[src/rtl/weight_fifo_pkg.sv]
// Shared types and sizing for the weight FIFO bank controllers (write and read side).
package weight_fifo_pkg;

    typedef enum logic [1:0] {
        IDLE  = 2'd0,
        ISSUE = 2'd1,
        DRAIN = 2'd2
    } wf_state_e;

    localparam int unsigned DEF_SYS_ROW    = 16;
    localparam int unsigned DEF_FIFO_WIDTH = 16;
    localparam int unsigned DEF_FIFO_DEPTH = 16;

    // Occupancy/credit counters must hold the value FIFO_DEPTH itself.
    function automatic int unsigned cnt_width(input int unsigned depth);
        return int'($clog2(depth)) + 1;
    endfunction

endpackage

[src/rtl/weight_fifo_in_ctrl_rd_latency_pipe.sv]
// Valid shift register matching the weight-buffer read latency; synchronous clear drops in-flight reads.
module rd_latency_pipe #(
    parameter int unsigned DEPTH = 2
) (
    input  logic clk,
    input  logic i_clr,
    input  logic i_vld,
    output logic o_vld
);

    logic [DEPTH-1:0] r_pipe;

    generate
        if (DEPTH == 1) begin : g_single
            always_ff @(posedge clk) begin
                if (i_clr) begin
                    r_pipe <= '0;
                end else begin
                    r_pipe <= i_vld;
                end
            end
        end else begin : g_multi
            always_ff @(posedge clk) begin
                if (i_clr) begin
                    r_pipe <= '0;
                end else begin
                    r_pipe <= {r_pipe[DEPTH-2:0], i_vld};
                end
            end
        end
    endgenerate

    assign o_vld = r_pipe[DEPTH-1];

endmodule

[src/rtl/weight_fifo_in_ctrl.sv]
// Write-side controller of the weight FIFO bank: streams tile rows from the weight buffer
// into the column FIFOs under a credit limit and reports per-tile completion.
module weight_fifo_in_ctrl
    import weight_fifo_pkg::*;
#(
    parameter  int unsigned SYS_ROW    = DEF_SYS_ROW,
    parameter  int unsigned FIFO_WIDTH = DEF_FIFO_WIDTH,
    parameter  int unsigned FIFO_DEPTH = DEF_FIFO_DEPTH,
    parameter  int unsigned RD_LATENCY = 2,
    parameter  int unsigned ADDR_W     = 12,
    parameter  int unsigned TILE_W     = 8,
    localparam int unsigned CNT_W      = cnt_width(FIFO_DEPTH)
) (
    input  logic                  clk,
    input  logic                  rstn,
    input  logic                  i_start,
    input  logic [ADDR_W-1:0]     i_base_addr,
    input  logic [TILE_W-1:0]     i_num_tiles,
    input  logic                  i_fifo_pop,
    output logic                  o_buf_rd_en,
    output logic [ADDR_W-1:0]     o_buf_rd_addr,
    output logic [FIFO_WIDTH-1:0] o_fifo_wr_en,
    output logic [CNT_W-1:0]      o_occupancy,
    output logic                  o_tile_loaded,
    output logic                  o_busy,
    output logic                  o_done,
    output logic                  o_pop_err
);

    localparam int unsigned ROW_W = (SYS_ROW > 1) ? $clog2(SYS_ROW) : 1;
    localparam int unsigned CW1   = CNT_W + 1;
    localparam logic [ROW_W-1:0] ROW_LAST = ROW_W'(SYS_ROW - 1);
    localparam logic [CW1-1:0]   DEPTH_C  = CW1'(FIFO_DEPTH);

    wf_state_e         r_state;
    wf_state_e         w_state_nxt;
    logic [ADDR_W-1:0] r_rd_addr;
    logic [TILE_W-1:0] r_num_tiles;
    logic [ROW_W-1:0]  r_issue_row;
    logic [TILE_W-1:0] r_issue_tile;
    logic [ROW_W-1:0]  r_wr_row;
    logic [CNT_W-1:0]  r_inflight;
    logic [CNT_W-1:0]  r_occ;
    logic              r_pop_err;
    logic [CW1-1:0]    w_credit;
    logic              w_rd_en;
    logic              w_wr;
    logic              w_done;
    logic              w_pop_ok;
    logic              w_start_ok;

    // Credit uses registered counts only, so a same-cycle pop frees its slot one cycle later.
    assign w_credit   = {1'b0, r_occ} + {1'b0, r_inflight};
    assign w_pop_ok   = i_fifo_pop && (r_occ != '0);
    assign w_start_ok = (r_state == IDLE) && i_start;

    always_ff @(posedge clk) begin
        if (!rstn) begin
            r_state <= IDLE;
        end else begin
            r_state <= w_state_nxt;
        end
    end

    always_comb begin
        w_state_nxt = r_state;
        w_rd_en     = 1'b0;
        w_done      = 1'b0;
        unique case (r_state)
            IDLE: begin
                if (i_start) begin
                    w_state_nxt = (i_num_tiles == '0) ? DRAIN : ISSUE;
                end
            end
            ISSUE: begin
                w_rd_en = (w_credit < DEPTH_C);
                if (w_rd_en && (r_issue_row == ROW_LAST) &&
                    (r_issue_tile == r_num_tiles - TILE_W'(1))) begin
                    w_state_nxt = DRAIN;
                end
            end
            DRAIN: begin
                if (r_inflight == '0) begin
                    w_done      = 1'b1;
                    w_state_nxt = IDLE;
                end
            end
            default: w_state_nxt = IDLE;
        endcase
    end

    // Read address and issue-side row/tile position.
    always_ff @(posedge clk) begin
        if (!rstn) begin
            r_rd_addr    <= '0;
            r_num_tiles  <= '0;
            r_issue_row  <= '0;
            r_issue_tile <= '0;
        end else if (w_start_ok) begin
            r_rd_addr    <= i_base_addr;
            r_num_tiles  <= i_num_tiles;
            r_issue_row  <= '0;
            r_issue_tile <= '0;
        end else if (w_rd_en) begin
            r_rd_addr <= r_rd_addr + ADDR_W'(1);
            if (r_issue_row == ROW_LAST) begin
                r_issue_row  <= '0;
                r_issue_tile <= r_issue_tile + TILE_W'(1);
            end else begin
                r_issue_row <= r_issue_row + ROW_W'(1);
            end
        end
    end

    rd_latency_pipe #(
        .DEPTH (RD_LATENCY)
    ) u_lat_pipe (
        .clk   (clk),
        .i_clr (!rstn),
        .i_vld (w_rd_en),
        .o_vld (w_wr)
    );

    // Write-side bookkeeping: in-flight reads, FIFO occupancy, tile row count, pop error.
    always_ff @(posedge clk) begin
        if (!rstn) begin
            r_inflight <= '0;
            r_occ      <= '0;
            r_wr_row   <= '0;
            r_pop_err  <= 1'b0;
        end else begin
            if (w_rd_en && !w_wr) begin
                r_inflight <= r_inflight + CNT_W'(1);
            end else if (!w_rd_en && w_wr) begin
                r_inflight <= r_inflight - CNT_W'(1);
            end
            if (w_wr && !w_pop_ok) begin
                r_occ <= r_occ + CNT_W'(1);
            end else if (!w_wr && w_pop_ok) begin
                r_occ <= r_occ - CNT_W'(1);
            end
            if (w_wr) begin
                r_wr_row <= (r_wr_row == ROW_LAST) ? '0 : r_wr_row + ROW_W'(1);
            end
            if (i_fifo_pop && (r_occ == '0)) begin
                r_pop_err <= 1'b1;
            end
        end
    end

    assign o_buf_rd_en   = w_rd_en;
    assign o_buf_rd_addr = r_rd_addr;
    assign o_fifo_wr_en  = {FIFO_WIDTH{w_wr}};
    assign o_occupancy   = r_occ;
    assign o_tile_loaded = w_wr && (r_wr_row == ROW_LAST);
    assign o_busy        = (r_state != IDLE);
    assign o_done        = w_done;
    assign o_pop_err     = r_pop_err;

endmodule

[config.mk]
export PLATFORM = sky130hd
export DESIGN_NAME = weight_fifo_in_ctrl
export DESIGN_NICKNAME = d
export VERILOG_FILES = /design/src/rtl/weight_fifo_pkg.sv /design/src/rtl/weight_fifo_in_ctrl_rd_latency_pipe.sv /design/src/rtl/weight_fifo_in_ctrl.sv
export SDC_FILE = /design/constraint.sdc
export NUM_CORES = 1
export LEC_CHECK = 0
export ABC_AREA = 1
export CAP_MARGIN = 30
export CORE_MARGIN = 2
export CORE_UTILIZATION = 52
export DETAILED_ROUTE_END_ITERATION = 16
export GPL_TIMING_DRIVEN = 0
export PLACE_DENSITY_LB_ADDON = 0.12
export SYNTH_ARGS = -nofsm -noshare
export SYNTH_HDL_FRONTEND = slang
export SYNTH_HIERARCHICAL = 1
export SYNTH_SLANG_ARGS = --single-unit
[constraint.sdc]
create_clock -name clk -period 3.9 [get_ports clk]
set_clock_uncertainty 0.2 [all_clocks]
set_input_delay 0.78 -clock clk [delete_from_list [all_inputs] [get_ports clk]]
set_output_delay 0.78 -clock clk [all_outputs]
set_load 0.02 [all_outputs]
==> results of run 1 <==
metrics by stage:
step / worst slack [ns] / area (sq um) / power [mW] / hold slack [ns] / std cells
3_5_place_dp: 0.683 / 3860 / 1.99 / 0.200 / 587
3_3_place_gp: 0.738 / 3860 / 1.95 / 0.192 / 587
2_1_floorplan: 0.841 / 3150 / 1.59 / 0.188 / 451
4_1_cts: 0.509 / 3950 / 2.32 / 0.213 / 595
6_report: 0.544 / 3950 / 2.31 / 0.211 / 595
5_1_grt: 0.282 / 3950 / 2.51 / 0.231 / 595
worst max-delay path, stage by stage, from the launching register on:
cell and delay, ns:
dfxtp_1 0.47, ha_1 0.27, nand3_1 0.08, nand2_1 0.05, nand2_1 0.05, nand2_1 0.07, nand2_2 0.09, nand3_4 0.14
inv_2 0.21, clkdlybuf4s50_1 0.64
cell usage in the layout, fill, tap and decap left out, drive strengths merged:
master and n:
xor2 12, dfxtp 51, o211a 1, clkinv 2, nor2 64, o211ai 1
a21o 2, a21boi 2, or2 4, nor3 11, a31oi 7, nor3b 1
a31o 1, o21ai 38, ha 17, nand2 84, nand3 22, nand3b 3
buf 21, clkbuf 12, nand4 2, and3 1, fa 2, a211oi 2
a21oi 37, clkdlybuf4s50 61, xnor2 6, inv 53
report_power, final:
| group | switching, mW | total, mW | internal [mW] |
|---|---|---|---|
| registers | 0.145 | 0.783 | 0.638 |
| clock network | 0.179 | 0.325 | 0.146 |
| logic | 0.663 | 1.20 | 0.535 |
final cells by class:
class / count / share of cell area, %
Tap cell: 75 / 2.37
Multi-Input combinational cell: 320 / 44.6
Inverter: 54 / 5.13
Timing Repair Buffer: 61 / 15.4
Sequential cell: 51 / 25.8
Buffer: 26 / 4.27
Clock inverter: 1 / 0.222
Clock buffer: 7 / 2.18
worst max path at each step:
stage / depth (start not counted) / from / endpoint
6_report: 9 / o_occupancy[1] / o_buf_rd_en
5_1_grt: 18 / r_inflight[1] / r_inflight[4]
3_5_place_dp: 18 / o_occupancy[1] / r_inflight[4]
4_1_cts: 9 / o_occupancy[1] / o_buf_rd_en
2_1_floorplan: 18 / o_occupancy[1] / r_inflight[4]
3_3_place_gp: 18 / o_occupancy[1] / r_inflight[4]
state kept, by name (all words and copies together) (netlist names):
name               cells
o_buf_rd_addr         12
o_occupancy            5
o_pop_err              1
r_inflight             5
r_issue_row            4
r_issue_tile           8
r_num_tiles            8
r_state                2
r_wr_row               4
u_lat_pipe/r_pipe      2
synthesized netlist by cell type (9+ instances only):
cell type   n
a21oi_1    37
buf_4      18
dfxtp_1    51
ha_1       17
inv_1      41
inv_2      12
nand2_1    81
nand3_1    19
nor2_1     57
nor3_1     10
o21ai_0    29
o21ai_1     9
xor2_1     12
kinds of logic after synthesis:
kind of cell	count (synthesis)	synth area share (%)
AND/OR/NAND/NOR	192	27.2
AO/OA/AOI/OAI	91	15.7
buffers and inverters	80	11.8
flip-flops	51	32.4
adder cells (fa/ha/maj)	19	8.01
XOR/XNOR	18	5.00
per-layer routing:
layer / wire [um] / global-route usage [%] / up-vias / share of wire (%)
met5: 0 / 0 / - / 0
met4: 65 / 5.33 / 0 / 0.87
met3: 415 / 4.51 / 6 / 5.6
met2: 3550 / 39.1 / 75 / 48
met1: 3440 / 31.9 / 1421 / 46
li1: - / - / 1577 / -
==> summary.md, run 1 <==
| Metric | Value |
|---|---|
| Die area | between 6000 and 7000 sq um |
| Final Setup Violations | 0 |
| CP endpoint kind | output port |
| Peak supply drop | 0.452 mV |
| Largest net degree at the start of global routing | 22 |
| Grt total ovfl | 0 |
| Total CTS buffers | 5 |
| First-pass GRT wire length | approximately 12000 um |
| Register area | 1020 sq um |
| Drt pass-1 iters | 5 |
| Main synth FF type | dfxtp_1 |
| Layout fillers | approximately 530 |
| Worst reg2reg setup slack | about 0.65 ns |
| Yosys reg bits | slightly above 50 |
| WL/cell | 12.6 um |
| End of the worst hold path | u_lat_pipe/r_pipe[1] |
| EDFF count, synth | 0 |
| Hold depth | 2 |
| Worst-Skew Late Latency | 0.31 ns |
| MaxCap Viol Count | 0 |
| Via density | about 5.2 |
| H-tree depth | 2 |
| Iteration-0 DRC count of the detailed router | 126 |
| Synth area leader | dfxtp_1 |
| Initial antenna violation count | 0 |
| Core Area | about 5900 sq um |
| P_leak | about 1.7 nW |
| RR Startpoint | o_occupancy[1] |
| Die width | ~82 um |
| CTS tree | yes |
| Post-route ant nets | 0 |
| Multi-input gate area | between 1500 and 2000 sq um |
| Period minus WS final | approximately 3.4 ns |
| Chip height | slightly above 80 um |
| Ys async rst share | 0% |
| Status | finished, final reports clean |
| Worst EP arrival | approximately 2.4 ns |
| Synth warn | 6 |
| Required time of the critical path | roughly 2.9 ns |
| Layout cells sized above 1 | 10.8% |
| Maximum clock frequency | between 200 and 300 MHz |
| Sequential element share of the synthesized area | between 30% and 40% |
| Core Util, Final | 67.2% |
| Fin. Hold Viols | 0 |
| Hpwl dp | ~5700 um |
| Port Buffers | 61 |
| # nets final | roughly 560 |
| Vias in the first global route | around 2800 |
| Classification of the worst setup path | flop to output port |
| Synth Area per Inst | between 6 and 7 sq um |
| Gp weighted congestion | approximately 0.85 |
| Routed vias | roughly 3100 |
| Clock sink count | a little over 50 |
| Clock Tree Buf Depth | 2 |
| Reg-to-reg endpoint | r_inflight[4] |
| DRC errors left | 0 |
| Type of the most critical hold path | flop to flop |
| Largest cells by area after synthesis | dfxtp_1, nand2_1, nor2_1 |
| RSZ-0062 raised after global routing | false |
| CP max FO | 9 |
| Layout area overhead | 25.3% |
| Yosys top cell area share | between 30% and 40% |
| FP Rows | 28 |
| Synthesized Nets | about 490 |
| Mapped Area | between 3000 and 4000 sq um |
| Final period util | 86.0% |
| Clk slew on worst S/H paths | about 0.090 ns |
| Hold_buf cts | 0 |
| Post-Syn Instances | 451 |
| WL final | approximately 7500 um |
| Fin Setup TNS | 0 ns |
| R2R depth | 18 |
| Clock root buffer master | clkbuf_8 |
| PwrDens | 583 nW/um^2 |
| Slew HR | 53.8% |
| Initial Utilization | 53.6% |
| Crit start category | flop |
| Total GRT Usage | 23.6% |
| Hold path startpoint | u_lat_pipe/r_pipe[0] |
| Synth unique cells | 38 |
| Ant. Diodes | 0 |
| Max-slew violation count | 0 |
| Post-CTS Resized | 0 |
| I/O Pins | 62 |
| Post-CTS setup buffer count | 0 |
| Worst-margin pin slew | 0.692 ns |
Power figures use the tool's default switching activity.
==> run 2, diff against run 1 <==
--- a/config.mk
+++ b/config.mk
@@ -11,7 +11,7 @@
 export CORE_UTILIZATION = 52
 export DETAILED_ROUTE_END_ITERATION = 16
 export GPL_TIMING_DRIVEN = 0
-export PLACE_DENSITY_LB_ADDON = 0.12
+export PLACE_DENSITY = 0.83
 export SYNTH_ARGS = -nofsm -noshare
 export SYNTH_HDL_FRONTEND = slang
 export SYNTH_HIERARCHICAL = 1
==> summary.md, run 2 (synthesis gave the netlist of run 1 again) <==
| Metric | Value |
|---|---|
| Status | finished, final reports clean |
| Clock root buffer master | clkbuf_8 |
| Drt pass-1 iters | 5 |
| FP Rows | 28 |
| Largest net degree at the start of global routing | 22 |
| Hold_buf cts | 0 |
| Hpwl dp | approximately 5900 um |
| Fin. Hold Viols | 0 |
| Post-route ant nets | 0 |
| Most common cell after layout, fill and taps aside | nand2_1 |
| Vias in the first global route | between 2000 and 3000 |
| Total CTS buffers | 5 |
| RSZ-0062 raised after global routing | false |
| Critical Path Source | o_occupancy[1] |
| Total Power | 2.34 mW |
| Crit-path cells | ha_1 > nand3_1 > nand2_1 > nand2_1 > nand2_1 > nand2_2 > nand3_4 > inv_2 > clkdlybuf4s50_1 |
| Core Util, Final | between 60% and 70% |
| CP dominant cell by count | nand2_1 |
| Layout cells sized above 1 | a little over a tenth |
| Initial antenna violation count | 0 |
| GR Util met3 | under 10% |
| Layout area overhead | 25.6% |
| PwrDens | approximately 600 nW/um^2 |
| Iteration-0 DRC count of the detailed router | 167 |
| Fin Setup TNS | 0 ns |
| Period minus WS final | roughly 3.3 ns |
| Initial Utilization | a little over half |
| Final hold slack | around 0.21 ns |
| Required time of the critical path | 2.92 ns |
| Post-CTS Resized | 0 |
| Clock Tree Buf Depth | 2 |
| Maximum clock frequency | about 300 MHz |
| RR Startpoint | o_occupancy[1] |
| P_leak | between 1.5 and 2 nW |
| Port Buffers | 61 |
| Ant. Diodes | 0 |
| Die width | 81.9 um |
| Die area | approximately 6700 sq um |
| Max-slew violation count | 0 |
| Worst-margin pin slew | 0.680 ns |
| MaxCap Viol Count | 0 |
| Classification of the worst setup path | flop to output port |
| Core Area | 5890 sq um |
| WL final | approximately 7700 um |
| Chip height | roughly 82 um |
| Worst-Skew Late Latency | 0.31 ns |
| Final period util | between 80 and 90% |
| DRC errors left | 0 |
| Final Setup Violations | 0 |
| Final Cell Area | around 4000 sq um |
| WL/cell | between 10 and 15 um |
| Via density | approximately 5.2 |
| Max reg flops | 12 |
| WP buf/inv | 2 |
| Clock sink count | between 50 and 60 |
| # nets final | ~560 |
| Gr busiest metal | met2 |
| Post-CTS setup buffer count | 0 |
| First-pass GRT wire length | approximately 13000 um |
| Hold path startpoint | u_lat_pipe/r_pipe[0] |
| Clk slew on worst S/H paths | around 0.09 ns |
| Type of the most critical hold path | flop to flop |
| Crit start category | flop |
| Placed inst area | between 3000 and 4000 sq um |
| Grt met2 use | between 40% and 50% |
| CTS tree | yes |
| CP max FO | 9 |
| Total GRT Usage | between 20% and 30% |
| Most frequent cells in the layout | nand2_1, clkdlybuf4s50_1, nor2_1, dfxtp_1, inv_1 |
| CP endpoint kind | output port |
| Grt total ovfl | 0 |
| CP max stage cell | clkdlybuf4s50_1 |
| H-tree depth | 2 |
| Slew HR | 54.6% |
| I/O Pins | a little over 60 |
| M1 GR Usage | just under 30% |
| Peak supply drop | slightly below 0.4 mV |
| Gp weighted congestion | just under 0.9 |
| Worst EP arrival | 2.35 ns |
| Largest stage delay on the critical path | approximately 0.64 ns |
| Routed vias | 3116 |
| Top delay family on crit path | buffers and inverters |
==> run 2: worst paths after layout <==
path	endpoint	slack, ns	cells after the start
setup / recovery	o_buf_rd_en	0.57	9
hold / removal	u_lat_pipe/r_pipe[1]	0.21	2
setup reg to reg	r_inflight[4]	0.64	18
hold reg to reg	u_lat_pipe/r_pipe[1]	0.21	2
==> run 2: final cells by class <==
type                            instances  area [sq um]
Timing Repair Buffer                   61           611
Fill cell                             517          1920
Inverter                               54           203
Tap cell                               75          93.8
Multi-Input combinational cell        320          1760
Clock buffer                            7          96.3
Clock inverter                          1          7.51
Sequential cell                        51          1020
Buffer                                 26           169
==> run 2: power breakdown <==
part	switching [mW]	leakage (nW)	internal, mW
sequential	0.145	0.418	0.638
clock	0.183	0.0505	0.162
combinational	0.675	1.22	0.537
total	1.00	1.69	1.34
==> run 2: worst register-to-register path, cell delays in order (launching register included) <==
cell,delay [ns]
dfxtp_1,0.47
ha_1,0.28
nand3_1,0.08
nand2_1,0.05
nand2_1,0.05
nand2_1,0.06
nand2_2,0.09
nand3_4,0.14
inv_2,0.18
ha_1,0.21
inv_1,0.11
fa_1,0.42
a21o_1,0.19
a21oi_1,0.18
nor2_1,0.06
nor2_1,0.09
nand2_1,0.08
o21ai_0,0.17
a21oi_1,0.05
==> run 2: per-stage QoR <==
stage / setup slack [ns] / std cells
global route: 0.425 / 595
floorplan: 0.841 / 451
CTS: 0.536 / 595
detailed placement: 0.656 / 587
finish: 0.568 / 595
global placement: 0.755 / 587
==> run 2: layer usage <==
| metal | routed length, um | part of all wire (%) |
|---|---|---|
| met1 | 3310 | 43 |
| met2 | 3760 | 49 |
| met3 | 531 | 6.9 |
| met4 | 87 | 1.1 |
| met5 | 0 | 0 |
==> run 3, diff against run 2 <==
--- a/config.mk
+++ b/config.mk
@@ -5,14 +5,16 @@
 export SDC_FILE = /design/constraint.sdc
 export NUM_CORES = 1
 export LEC_CHECK = 0
-export ABC_AREA = 1
+export ABC_AREA = 0
 export CAP_MARGIN = 30
 export CORE_MARGIN = 2
-export CORE_UTILIZATION = 52
+export CORE_UTILIZATION = 51
 export DETAILED_ROUTE_END_ITERATION = 16
+export GPL_ROUTABILITY_DRIVEN = 0
 export GPL_TIMING_DRIVEN = 0
 export PLACE_DENSITY = 0.83
 export SYNTH_ARGS = -nofsm -noshare
 export SYNTH_HDL_FRONTEND = slang
 export SYNTH_HIERARCHICAL = 1
 export SYNTH_SLANG_ARGS = --single-unit
+export TNS_END_PERCENT = 1
==> summary.md, run 3 <==
| Metric | Value |
|---|---|
| Status | finished, final reports clean |
| Clock Tree Buf Depth | 2 |
| R2R depth | 14 |
| Die area | 6330 sq um |
| Type of the most critical hold path | flop to flop |
| Yosys top cell area share | a little over a third |
| Post-route ant nets | 0 |
| Core Util, Final | around 67% |
| Vias in the first global route | 2461 |
| Worst-margin pin slew | 0.609 ns |
| Grt total ovfl | 0 |
| Final period util | between 90% and 100% |
| RR Startpoint | o_occupancy[2] |
| EDFF count, synth | 0 |
| Peak supply drop | roughly 0.38 mV |
| Clock sink count | slightly above 50 |
| H-tree depth | 2 |
| Number of cells on the critical path | 14 |
| MaxCap Viol Count | 0 |
| Ys async rst share | 0% |
| Layout fillers | about 450 |
| Placed cells | about 480 |
| Top-count cell post-synth | dfxtp_1 |
| Ant. Diodes | 0 |
| RSZ-0062 raised after global routing | false |
| Final hold slack | around 0.24 ns |
| Total CTS buffers | 5 |
| Synthesized Nets | 387 |
| # nets final | about 460 |
| Port Buffers | 61 |
| Layout cells sized above 1 | about 7.5% |
| Hpwl dp | between 5000 and 6000 um |
| Required time of the critical path | roughly 3.9 ns |
| P_leak | around 1.5 nW |
| Max-slew violation count | 0 |
| Slew HR | between 50% and 60% |
| Pre-CTS WS | -0.160 ns |
| Final Cell Area | ~3700 sq um |
| Final Setup Violations | 0 |
| CP endpoint | r_inflight[4] |
| Period minus WS final | between 3 and 4 ns |
| Top delay family on crit path | adder cells |
| Max reg flops | 12 |
| CP max FO | 10 |
| WL/cell | between 10 and 15 um |
| Fin. Hold Viols | 0 |
| Clk slew on worst S/H paths | around 0.080 ns |
| Largest stage delay on the critical path | ~0.45 ns |
| Maximum clock frequency | 277 MHz |
| Synth Area per Inst | 8.46 sq um |
| Most common cell after layout, fill and taps aside | clkdlybuf4s50_1 |
| Die width | about 80 um |
| Mapped Area | a little under 3000 sq um |
| Worst EP arrival | 3.64 ns |
| CP endpoint kind | flop |
| Critical Path Source | o_occupancy[2] |
| Worst-Skew Late Latency | approximately 0.30 ns |
| Initial Utilization | between 50% and 60% |
| Chip height | 79.6 um |
| Final WS setup | 0.288 ns |
| FP Rows | 27 |
| CTS tree | yes |
| Crit start category | flop |
| CP max stage cell | dfxtp_1 |
| Routed vias | 2604 |
| Total Power | roughly 1.8 mW |
| DRC errors left | 0 |
| Clock root buffer master | clkbuf_8 |
| Largest net degree at the start of global routing | 19 |
| Core Area | approximately 5500 sq um |
| Worst reg2reg setup slack | between 0.2 and 0.3 ns |
| Main synth FF type | dfxtp_1 |
| Yosys reg bits | 51 |
| Post-Syn Instances | about 340 |
| Fin Setup TNS | 0 ns |
| Crit-path cells | ha_1 > and4_1 > o21ai_2 > buf_2 > nand2_2 > inv_4 > ha_1 > inv_1 > fa_1 > a21o_1 > a21oi_1 > xnor2_1 > or3_1 > a21oi_1 |
| First-pass GRT wire length | about 11000 um |
| Register area | between 1000 and 1500 sq um |
| Synth area leader | dfxtp_1 |
| Finished Layout Cells | ~480 |
| Placed inst area | approximately 3600 sq um |
| Via density | about 5.4 |
| Largest cells by area after synthesis | dfxtp_1, ha_1, xor2_1 |
| Layout area overhead | 27.3% |
| WP buf/inv | 3 |
| Synth unique cells | 48 |
| Iteration-0 DRC count of the detailed router | about 130 |
| Post-synth top cells | dfxtp_1, a21oi_1, nand2_1 |
| PwrDens | roughly 500 nW/um^2 |
| Drt pass-1 iters | 4 |
| Initial antenna violation count | 0 |
| Synth warn | 6 |
| Multi-input gate area | around 1700 sq um |
| Sequential element share of the synthesized area | a little over a third |
| Most frequent cells in the layout | clkdlybuf4s50_1, dfxtp_1, a21oi_1, nand2_1, nor2_1 |
| Classification of the worst setup path | flop to flop |
| WL final | ~6700 um |
| I/O Pins | 62 |
| Total GRT Usage | between 20% and 30% |
| Reg-to-reg endpoint | r_inflight[4] |
| Hold depth | 1 |
==> run 3: what timing repair did <==
item,4_1_cts,5_1_grt
gates resized for setup,4,3
endpoints found under the setup margin,2,2
setup buffers,0,1
pin swaps,0,1
hold buffers,0,0
==> run 3: area by class of cell <==
| class | instances | share of cell area [%] |
|---|---|---|
| inverters | 8 | 0.877 |
| multi-input cells | 255 | 45.8 |
| flip-flops and latches | 51 | 27.5 |
| well taps | 72 | 2.43 |
| clock buffers | 6 | 1.96 |
| repair buffers | 62 | 16.7 |
| plain buffers | 30 | 4.69 |
==> run 3: cell families after synthesis <==
group / after synthesis / synth area share [%]
xor+xnor: 36 / 10.8
flops: 51 / 35.1
buf+inv: 38 / 6.96
simple gates: 123 / 22.4
compound gates: 72 / 14.3
mux: 5 / 1.72
fa+ha+maj: 19 / 8.68
==> run 3: routing by layer <==
| layer | share of wire, % | wire, um | vias up | GRT usage (%) |
|---|---|---|---|---|
| li1 | - | - | 1332 | - |
| met1 | 44 | 2940 | 1219 | 27.3 |
| met2 | 51 | 3410 | 46 | 40.3 |
| met3 | 3.7 | 246 | 7 | 5.20 |
| met4 | 0.96 | 64 | 0 | 4.48 |
| met5 | 0 | 0 | - | 0 |
==> run 3: how the worst min path moves through the flow <==
stage | startpoint | endpoint | slack, ns
global placement | u_lat_pipe/r_pipe[0] | u_lat_pipe/r_pipe[1] | 0.22
finish | u_lat_pipe/r_pipe[0] | u_lat_pipe/r_pipe[1] | 0.24
detailed placement | u_lat_pipe/r_pipe[0] | u_lat_pipe/r_pipe[1] | 0.23
global route | u_lat_pipe/r_pipe[0] | u_lat_pipe/r_pipe[1] | 0.27
floorplan | u_lat_pipe/r_pipe[0] | u_lat_pipe/r_pipe[1] | 0.21
CTS | u_lat_pipe/r_pipe[0] | u_lat_pipe/r_pipe[1] | 0.25
==> run 3: report_power, final <==
part | internal [mW] | leakage [nW] | switching (mW) | total [mW]
logic | 0.424 | 1.00 | 0.426 | 0.850
registers | 0.595 | 0.418 | 0.100 | 0.695
clock network | 0.120 | 0.0371 | 0.162 | 0.282
total | 1.14 | 1.46 | 0.689 | 1.83
